`src/rtl/prog_fsm_pkg.sv`:
```
// Shared types and helpers for the table-driven programmable Moore FSM.
// Rule record occupies the low RULE_W-1 bits of cfg_wdata; the top bit is reserved.
package prog_fsm_pkg;

  function automatic int idx_width(input int n);
    return (n > 1) ? $clog2(n) : 1;
  endfunction

  function automatic int rule_width(input int in_w, input int sw);
    return 2 + 2 * sw + 4 * in_w;
  endfunction

  localparam int DEF_IN_W     = 4;
  localparam int DEF_OUT_W    = 3;
  localparam int DEF_N_STATES = 8;
  localparam int DEF_N_RULES  = 16;
  localparam int DEF_SW       = idx_width(DEF_N_STATES);

  localparam logic CFG_RULE = 1'b0;
  localparam logic CFG_OUT  = 1'b1;

  typedef struct packed {
    logic                    rsvd;
    logic                    valid;
    logic [DEF_SW-1:0]       src;
    logic [DEF_SW-1:0]       dst;
    logic [2*DEF_IN_W-1:0]   match;
    logic [2*DEF_IN_W-1:0]   mask;
  } rule_t;

endpackage

```
`src/rtl/prog_fsm_if.sv`:
```
// Configuration, operand and status bundle of prog_fsm.
// PROG_FSM_TIMEOUT_EN adds to_limit and timeout.
interface prog_fsm_if
  import prog_fsm_pkg::*;
#(
  parameter int IN_W     = DEF_IN_W,
  parameter int OUT_W    = DEF_OUT_W,
  parameter int N_STATES = DEF_N_STATES,
  parameter int N_RULES  = DEF_N_RULES
`ifdef PROG_FSM_TIMEOUT_EN
  , parameter int TO_W   = 8
`endif
) ();
  localparam int SW     = idx_width(N_STATES);
  localparam int RW     = idx_width(N_RULES);
  localparam int AW     = (SW > RW) ? SW : RW;
  localparam int RULE_W = rule_width(IN_W, SW);

  logic              en;
  logic [IN_W-1:0]   a;
  logic [IN_W-1:0]   b;
  logic              cfg_we;
  logic              cfg_sel;
  logic [AW-1:0]     cfg_addr;
  logic [RULE_W-1:0] cfg_wdata;
  logic [OUT_W-1:0]  out;
  logic [SW-1:0]     state_o;
  logic              hit;
  logic [RW-1:0]     hit_idx;
  logic              changed;
`ifdef PROG_FSM_TIMEOUT_EN
  logic [TO_W-1:0]   to_limit;
  logic              timeout;
`endif

  modport master (
    output en, a, b, cfg_we, cfg_sel, cfg_addr, cfg_wdata,
    input  out, state_o, hit, hit_idx, changed
`ifdef PROG_FSM_TIMEOUT_EN
    , output to_limit, input timeout
`endif
  );

  modport slave (
    input  en, a, b, cfg_we, cfg_sel, cfg_addr, cfg_wdata,
    output out, state_o, hit, hit_idx, changed
`ifdef PROG_FSM_TIMEOUT_EN
    , input to_limit, output timeout
`endif
  );

endinterface

```
`src/rtl/prog_fsm_match.sv`:
```
// Combinational rule matcher: lowest-index matching rule wins.
module prog_fsm_match
  import prog_fsm_pkg::*;
#(
  parameter int IN_W     = DEF_IN_W,
  parameter int N_STATES = DEF_N_STATES,
  parameter int N_RULES  = DEF_N_RULES,
  parameter int SW       = idx_width(N_STATES),
  parameter int RW       = idx_width(N_RULES),
  parameter int RB       = rule_width(IN_W, SW) - 1
) (
  input  logic [RB-1:0]   rules [N_RULES],
  input  logic [SW-1:0]   state,
  input  logic [IN_W-1:0] a,
  input  logic [IN_W-1:0] b,
  output logic            hit,
  output logic [RW-1:0]   hit_idx,
  output logic [SW-1:0]   dst
);

  logic [N_RULES-1:0] match_vec;

  // A rule pointing outside the state space never fires.
  always_comb begin
    // NOTE: every combinational output gets a default first so no path infers a latch.
    match_vec = '0;
    for (int i = 0; i < N_RULES; i++) begin
      match_vec[i] = rules[i][RB-1]
                   && (rules[i][RB-2 -: SW] == state)
                   && ((({a, b} ^ rules[i][4*IN_W-1 -: 2*IN_W]) & rules[i][2*IN_W-1:0]) == '0)
                   && (int'(rules[i][RB-2-SW -: SW]) < N_STATES);
    end
  end

  always_comb begin
    hit     = |match_vec;
    hit_idx = '0;
    dst     = '0;
    for (int i = N_RULES - 1; i >= 0; i--) begin
      if (match_vec[i]) begin
        hit_idx = i[RW-1:0];
        dst     = rules[i][RB-2-SW -: SW];
      end
    end
  end

endmodule

```
`src/rtl/prog_fsm.sv`:
```
// Run-time programmable Moore FSM: rule table, output table, state and status flags.
// Optional dwell timeout back to RESET_STATE under PROG_FSM_TIMEOUT_EN.
module prog_fsm
  import prog_fsm_pkg::*;
#(
  parameter int IN_W        = DEF_IN_W,
  parameter int OUT_W       = DEF_OUT_W,
  parameter int N_STATES    = DEF_N_STATES,
  parameter int N_RULES     = DEF_N_RULES,
  parameter int RESET_STATE = 0
`ifdef PROG_FSM_TIMEOUT_EN
  , parameter int TO_W      = 8
`endif
) (
  input logic       clk,
  input logic       rst,
  prog_fsm_if.slave bus
);

  localparam int SW     = idx_width(N_STATES);
  localparam int RW     = idx_width(N_RULES);
  localparam int RULE_W = rule_width(IN_W, SW);
  localparam int RB     = RULE_W - 1;
  localparam logic [SW-1:0] RST_ST = SW'(RESET_STATE);

  logic [RB-1:0]    rules   [N_RULES];
  logic [OUT_W-1:0] out_tbl [N_STATES];
  logic [SW-1:0]    state;
  logic [SW-1:0]    next_state;
  logic             hit_q;
  logic [RW-1:0]    hit_idx_q;
  logic             changed_q;

  logic             m_hit;
  logic [RW-1:0]    m_idx;
  logic [SW-1:0]    m_dst;
  logic             fire;
  logic             to_fire;
  logic             rule_wr;
  logic             out_wr;
  logic             unused_rsvd;

  prog_fsm_match #(
    .IN_W     (IN_W),
    .N_STATES (N_STATES),
    .N_RULES  (N_RULES),
    .SW       (SW),
    .RW       (RW),
    .RB       (RB)
  ) u_match (
    .rules   (rules),
    .state   (state),
    .a       (bus.a),
    .b       (bus.b),
    .hit     (m_hit),
    .hit_idx (m_idx),
    .dst     (m_dst)
  );

  assign fire        = bus.en & m_hit;
  assign rule_wr     = bus.cfg_we && (bus.cfg_sel == CFG_RULE) && (int'(bus.cfg_addr) < N_RULES);
  assign out_wr      = bus.cfg_we && (bus.cfg_sel == CFG_OUT)  && (int'(bus.cfg_addr) < N_STATES);
  assign unused_rsvd = bus.cfg_wdata[RULE_W-1];

`ifdef PROG_FSM_TIMEOUT_EN
  logic [TO_W-1:0] dwell;
  logic            timeout_q;

  // A firing rule always beats the timeout; to_limit == 0 disables it.
  assign to_fire     = bus.en && !m_hit && (bus.to_limit != '0) && (dwell >= bus.to_limit);
  assign bus.timeout = timeout_q;

  always_ff @(posedge clk) begin
    if (rst) begin
      dwell     <= '0;
      timeout_q <= 1'b0;
    end else begin
      timeout_q <= to_fire;
      if (to_fire || (next_state != state)) begin
        dwell <= '0;
      end else if (bus.en && (dwell != '1)) begin
        dwell <= dwell + 1'b1;
      end
    end
  end
`else
  assign to_fire = 1'b0;
`endif

  always_comb begin
    next_state = state;
    if (fire) begin
      next_state = m_dst;
    end else if (to_fire) begin
      next_state = RST_ST;
    end
  end

  // Writes land on the same edge as evaluation, so evaluation sees the old tables.
  always_ff @(posedge clk) begin
    if (rst) begin
      state     <= RST_ST;
      hit_q     <= 1'b0;
      hit_idx_q <= '0;
      changed_q <= 1'b0;
      // NOTE: the tables are small register arrays and must read as empty after reset, so they are cleared here rather than left uninitialised like a RAM.
      for (int i = 0; i < N_RULES; i++) rules[i] <= '0;
      for (int i = 0; i < N_STATES; i++) out_tbl[i] <= '0;
    end else begin
      // NOTE: non-blocking assignments keep every register update based on pre-edge values.
      state     <= next_state;
      hit_q     <= fire;
      hit_idx_q <= fire ? m_idx : '0;
      changed_q <= (next_state != state);
      if (rule_wr) rules[bus.cfg_addr[RW-1:0]] <= bus.cfg_wdata[RB-1:0];
      if (out_wr)  out_tbl[bus.cfg_addr[SW-1:0]] <= bus.cfg_wdata[OUT_W-1:0];
    end
  end

  assign bus.out     = out_tbl[state];
  assign bus.state_o = state;
  assign bus.hit     = hit_q;
  assign bus.hit_idx = hit_idx_q;
  assign bus.changed = changed_q;

endmodule

```
`src/flat_wrapper.sv`:
```
// flat-port wrapper written by rule: the top's interface ports become plain ports
module prog_fsm_flat import prog_fsm_pkg::*;
#(
  parameter int IN_W        = DEF_IN_W,
  parameter int OUT_W       = DEF_OUT_W,
  parameter int N_STATES    = DEF_N_STATES,
  parameter int N_RULES     = DEF_N_RULES,
  parameter int RESET_STATE = 0

)
  (clk, rst, bus_en, bus_a, bus_b, bus_cfg_we, bus_cfg_sel, bus_cfg_addr, bus_cfg_wdata, bus_out, bus_state_o, bus_hit, bus_hit_idx, bus_changed);
  prog_fsm_if #(.IN_W(IN_W), .OUT_W(OUT_W), .N_STATES(N_STATES), .N_RULES(N_RULES)) bus_i ();
  input logic clk;
  input logic rst;
  input wire logic [$bits(bus_i.en)-1:0] bus_en;
  input wire logic [$bits(bus_i.a)-1:0] bus_a;
  input wire logic [$bits(bus_i.b)-1:0] bus_b;
  input wire logic [$bits(bus_i.cfg_we)-1:0] bus_cfg_we;
  input wire logic [$bits(bus_i.cfg_sel)-1:0] bus_cfg_sel;
  input wire logic [$bits(bus_i.cfg_addr)-1:0] bus_cfg_addr;
  input wire logic [$bits(bus_i.cfg_wdata)-1:0] bus_cfg_wdata;
  output wire logic [$bits(bus_i.out)-1:0] bus_out;
  output wire logic [$bits(bus_i.state_o)-1:0] bus_state_o;
  output wire logic [$bits(bus_i.hit)-1:0] bus_hit;
  output wire logic [$bits(bus_i.hit_idx)-1:0] bus_hit_idx;
  output wire logic [$bits(bus_i.changed)-1:0] bus_changed;
  assign bus_i.en = bus_en;
  assign bus_i.a = bus_a;
  assign bus_i.b = bus_b;
  assign bus_i.cfg_we = bus_cfg_we;
  assign bus_i.cfg_sel = bus_cfg_sel;
  assign bus_i.cfg_addr = bus_cfg_addr;
  assign bus_i.cfg_wdata = bus_cfg_wdata;
  assign bus_out = bus_i.out;
  assign bus_state_o = bus_i.state_o;
  assign bus_hit = bus_i.hit;
  assign bus_hit_idx = bus_i.hit_idx;
  assign bus_changed = bus_i.changed;
  prog_fsm #(.IN_W(IN_W), .OUT_W(OUT_W), .N_STATES(N_STATES), .N_RULES(N_RULES), .RESET_STATE(RESET_STATE)) u_core (.clk(clk), .rst(rst), .bus(bus_i));
endmodule
```
`config.mk`:
```
export PLATFORM = sky130hd
export DESIGN_NAME = prog_fsm_flat
export DESIGN_NICKNAME = d
export VERILOG_FILES = /design/src/rtl/prog_fsm_pkg.sv /design/src/rtl/prog_fsm_if.sv /design/src/rtl/prog_fsm_match.sv /design/src/rtl/prog_fsm.sv /design/src/flat_wrapper.sv
export SDC_FILE = /design/constraint.sdc
export NUM_CORES = 1
export LEC_CHECK = 0
export ABC_CLOCK_PERIOD_IN_PS = 4000
export CORE_MARGIN = 8
export CORE_UTILIZATION = 35
export CTS_CLUSTER_SIZE = 20
export DETAILED_ROUTE_END_ITERATION = 7
export HOLD_SLACK_MARGIN = 0.06
export PLACE_DENSITY_LB_ADDON = 0.05
export SLEW_MARGIN = 20
export SYNTH_ARGS = -nofsm -noshare
export SYNTH_HDL_FRONTEND = slang
export SYNTH_SLANG_ARGS = --single-unit
```
`constraint.sdc`:
```
create_clock -name clk -period 4 [get_ports clk]
set_input_delay 0.8 -clock clk [delete_from_list [all_inputs] [get_ports clk]]
set_output_delay 0.8 -clock clk [all_outputs]
set_load 0.02 [all_outputs]
```
==> results_dict.tcl <==
set metrics [dict create \
    status "complete, no violations" \
    min_period_over_period_pct 92.9 \
    clock_skew_ns 0.0152 \
    fmax_mhz 269 \
    postCtsHoldBufs 0 \
    vias_per_cell 5.05 \
    critPathBufInv 2 \
    postLayoutCoreUtil_pct 41.3 \
    cts_setup_buffers 0 \
    tritoncts "done" \
    cts_resized 0 \
    rsz0062_at_grt "no" \
    num_io_pins 53 \
    cts-root-buf "clkbuf_16" \
    die-area_mm2 0.0577 \
    hpwl_mm 38.4 \
    p_per_area_mw_per_mm2 415 \
    ys.flop_type "dfxtp_1" \
    synthCells 2238 \
    h-tree-depth 2 \
    clock_power_share_pct 45.1 \
    ant_nets 0 \
    avgRoutedWirePerCell_um 20.3 \
    num_rows 82 \
    synth_warnings 0 \
    endpoint_kind "output port" \
    setup_viol 0 \
    grtUsageTotal_pct 20.5 \
    drv_cap 0 \
    first_global_vias 14200 \
    synth-edff-count 24 \
    die_w_um 240 \
    cts.sinks 401 \
    fin_area_mm2 0.0206 \
    cp_max_fo 15 \
    synth_area_mm2 0.0176 \
    grtUsageMet1_pct 28.2 \
    place_area_mm2 0.0193 \
    p_switching_mw 2.06 \
    seq_area_frac_synth_pct 47.0 \
    tightest_slew_ns 1.12 \
    crit_family "buffers and inverters" \
    grt_overflow 0 \
    vias 15000 \
    p_comb_share_pct 7.0 \
    initial_core_util_pct 35.3 \
    fin_crit_ns 3.72 \
    synthSimpleGateAreaFrac_pct 22.6 \
    totalWireLength_mm 60.4 \
    met3_usage_pct 2.93 \
    rrSetupSlack_ns 0.62 \
    sw_frac_of_total_pct 24.1 \
    routabilityCongestion 0.871 \
    chipHeight_um 240 \
    required_ns 3.20 \
    hold_viol 0 \
    start_kind "register" \
    fin_nets 2321 \
    firstDrtPassIters 5 \
    crit_chain "buf_4, mux4_2, mux2_2, clkdlybuf4s50_1" \
    numPortBuffers 51 \
    muxShareOfSynthArea_pct 1.14 \
    drt_iter0_markers 1285 \
    antenna_found_initial 2 \
    synth.distinct_cells 58 \
    peakVddDrop_v 0.000257 \
    synth-xor-area-share_pct 8.95 \
    remaining_drc_errors 0 \
    p_leak_nw 7.20 \
    async_flop_share_pct 0 \
    clk_latency_ns 0.57 \
    seq_power_share_pct 47.9 \
    top_usage_layer "met2" \
    synth_fa_ha_area_share_pct 0 \
    path_clk_slew_ns 0.06 \
    synth_nets 2279 \
    core-area_mm2 0.0499 \
    hold_path.class "register to register" \
    area_delta_synth_final_pct 17.0 \
    intPower_mw 6.50 \
    syn_avg_cell_area_um2 7.87 \
    synth-seq-cells 401 \
    arrival_ns 2.92 \
    cpPeakStageDelay_ns 0.76 \
    synth_top_family_by_area "simple AND/OR/NAND/NOR gates" \
    path_class "register to output port" \
    slew_headroom_pct 25.2 \
    drive_above_1_share_pct 9.84 \
    nFillCells 5111 \
    cts_made_buffers 45 \
    met2_usage_pct 33.4 \
    cts_max_path_buffers 3 \
    synth-compound-area-share_pct 15.4 \
    crit_path_top_delay_cell "dfxtp_2" \
    grt_pass1_wl_mm 89.2 \
    grt_max_degree 217 \
    maxSlewViolCount 0 \
]
synth_stat cells, types with 3 or more instances:
cell type,count,area (um2)
nand2_1,781,2930
dfxtp_1,377,7550
a21oi_1,376,1880
clkbuf_1,157,589
xor2_1,132,1160
a22oi_1,63,473
nor2_1,51,191
xnor2_1,46,403
and2_1,27,169
edfxtp_1,24,721
nor3_1,22,110
nand4_1,20,125
nand3_1,15,75.1
or2_2,15,93.8
buf_6,12,135
inv_1,10,37.5
buf_4,9,67.6
o21ai_0,8,40.0
a211oi_1,6,45.0
mux4_2,6,135
nand2b_1,6,37.5
nor4_1,6,37.5
and4_1,5,43.8
or3_1,5,31.3
mux2_2,4,45.0
a31oi_1,3,18.8
and3_1,3,18.8
buf_2,3,15.0
nand4b_1,3,26.3
nor2b_1,3,18.8
nor4b_1,3,26.3
o21a_1,3,22.5
metrics by stage:
| step | power (mW) | hold slack (ns) | worst slack, ns | setup TNS, ns | instances |
|---|---|---|---|---|---|
| 2_1_floorplan | 4.50 | 0.431 | 0.966 | 0 | 2238 |
| 3_3_place_gp | 4.79 | 0.439 | -0.110 | -0.150 | 2905 |
| 3_5_place_dp | 4.79 | 0.447 | -0.120 | -0.201 | 2905 |
| 4_1_cts | 8.69 | 0.454 | 0.213 | 0 | 2980 |
| 5_1_grt | 8.87 | 0.468 | 0.190 | 0 | 2980 |
| 6_report | 8.56 | 0.453 | 0.283 | 0 | 2982 |
cell usage in the layout (no fill, tap or decap), types with 4 or more instances in the layout:
cell	instances
clkdlybuf4s50_1	49
a211oi_1	6
nand2_1	781
and4_1	5
xor2_1	132
clkbuf_16	45
nand4_1	20
dfxtp_1	374
inv_1	10
nor3_1	18
nor4_1	6
clkbuf_1	15
and2_1	27
a22oi_1	63
or2_2	15
or3_1	5
edfxtp_1	24
nor2_1	51
o21ai_0	8
buf_12	13
buf_4	114
nor3_2	4
xnor2_1	46
nand3_1	15
mux2_2	4
clkbuf_8	9
nand2b_1	6
a21oi_1	376
mux4_2	6
clkinv_2	6
cell families after synthesis:
family / count (synthesis)
simple gates: 970
compound gates: 483
flops: 401
buf+inv: 193
xor+xnor: 179
mux: 12
registers in the layout, summed over array words and instances, names as in the netlist:
signal / count
u_core.rules: 368
u_core.out_tbl: 24
u_core.bus.hit_idx: 4
u_core.bus.state_o: 3
u_core.bus.changed: 1
u_core.bus.hit: 1
final timing paths:
kind | endpoint | depth (start not counted) | from
worst max-delay path | bus_out[1] | 4 | u_core.bus.state_o[0]$_SDFF_PP0_
worst min-delay path | u_core.rules[18]$_SDFFE_PP0P_ | 2 | u_core.rules[18]$_SDFFE_PP0P_
worst max register to register | u_core.bus.hit_idx[0]$_SDFF_PP0_ | 13 | u_core.bus.state_o[0]$_SDFF_PP0_
worst min register to register | u_core.rules[18]$_SDFFE_PP0P_ | 2 | u_core.rules[18]$_SDFFE_PP0P_
per-layer routing:
layer / share of wire (%) / routed length [um]
met1: 47 / 28300
met2: 46 / 27900
met3: 4.7 / 2820
met4: 2.2 / 1340
met5: 0 / 0
worst min-delay path, delay by kind of cell (launching register included):
family	cells	cell delay (ns)
flops	1	0.30
simple gates	1	0.05
compound gates	1	0.05
layout make-up:
type	instances	area, um2	area share [%]
well taps	672	841	4.08
inverters	10	37.5	0.182
clock buffers	69	1310	6.34
clock inverters	6	30.0	0.146
multi-input cells	1644	8490	41.2
repair buffers	178	1630	7.89
flip-flops and latches	401	8270	40.1
diodes	2	5.00	0.0243
power groups by stage:
| stage | sequential (mW) | clock [mW] | combinational (mW) |
|---|---|---|---|
| 2_1_floorplan | 4.18 | 0 | 0.321 |
| 3_3_place_gp | 4.19 | 0 | 0.604 |
| 3_5_place_dp | 4.19 | 0 | 0.604 |
| 4_1_cts | 4.10 | 3.98 | 0.606 |
| 5_1_grt | 4.10 | 4.13 | 0.638 |
| 6_report | 4.10 | 3.86 | 0.601 |
(Power assumes the default switching activity.)
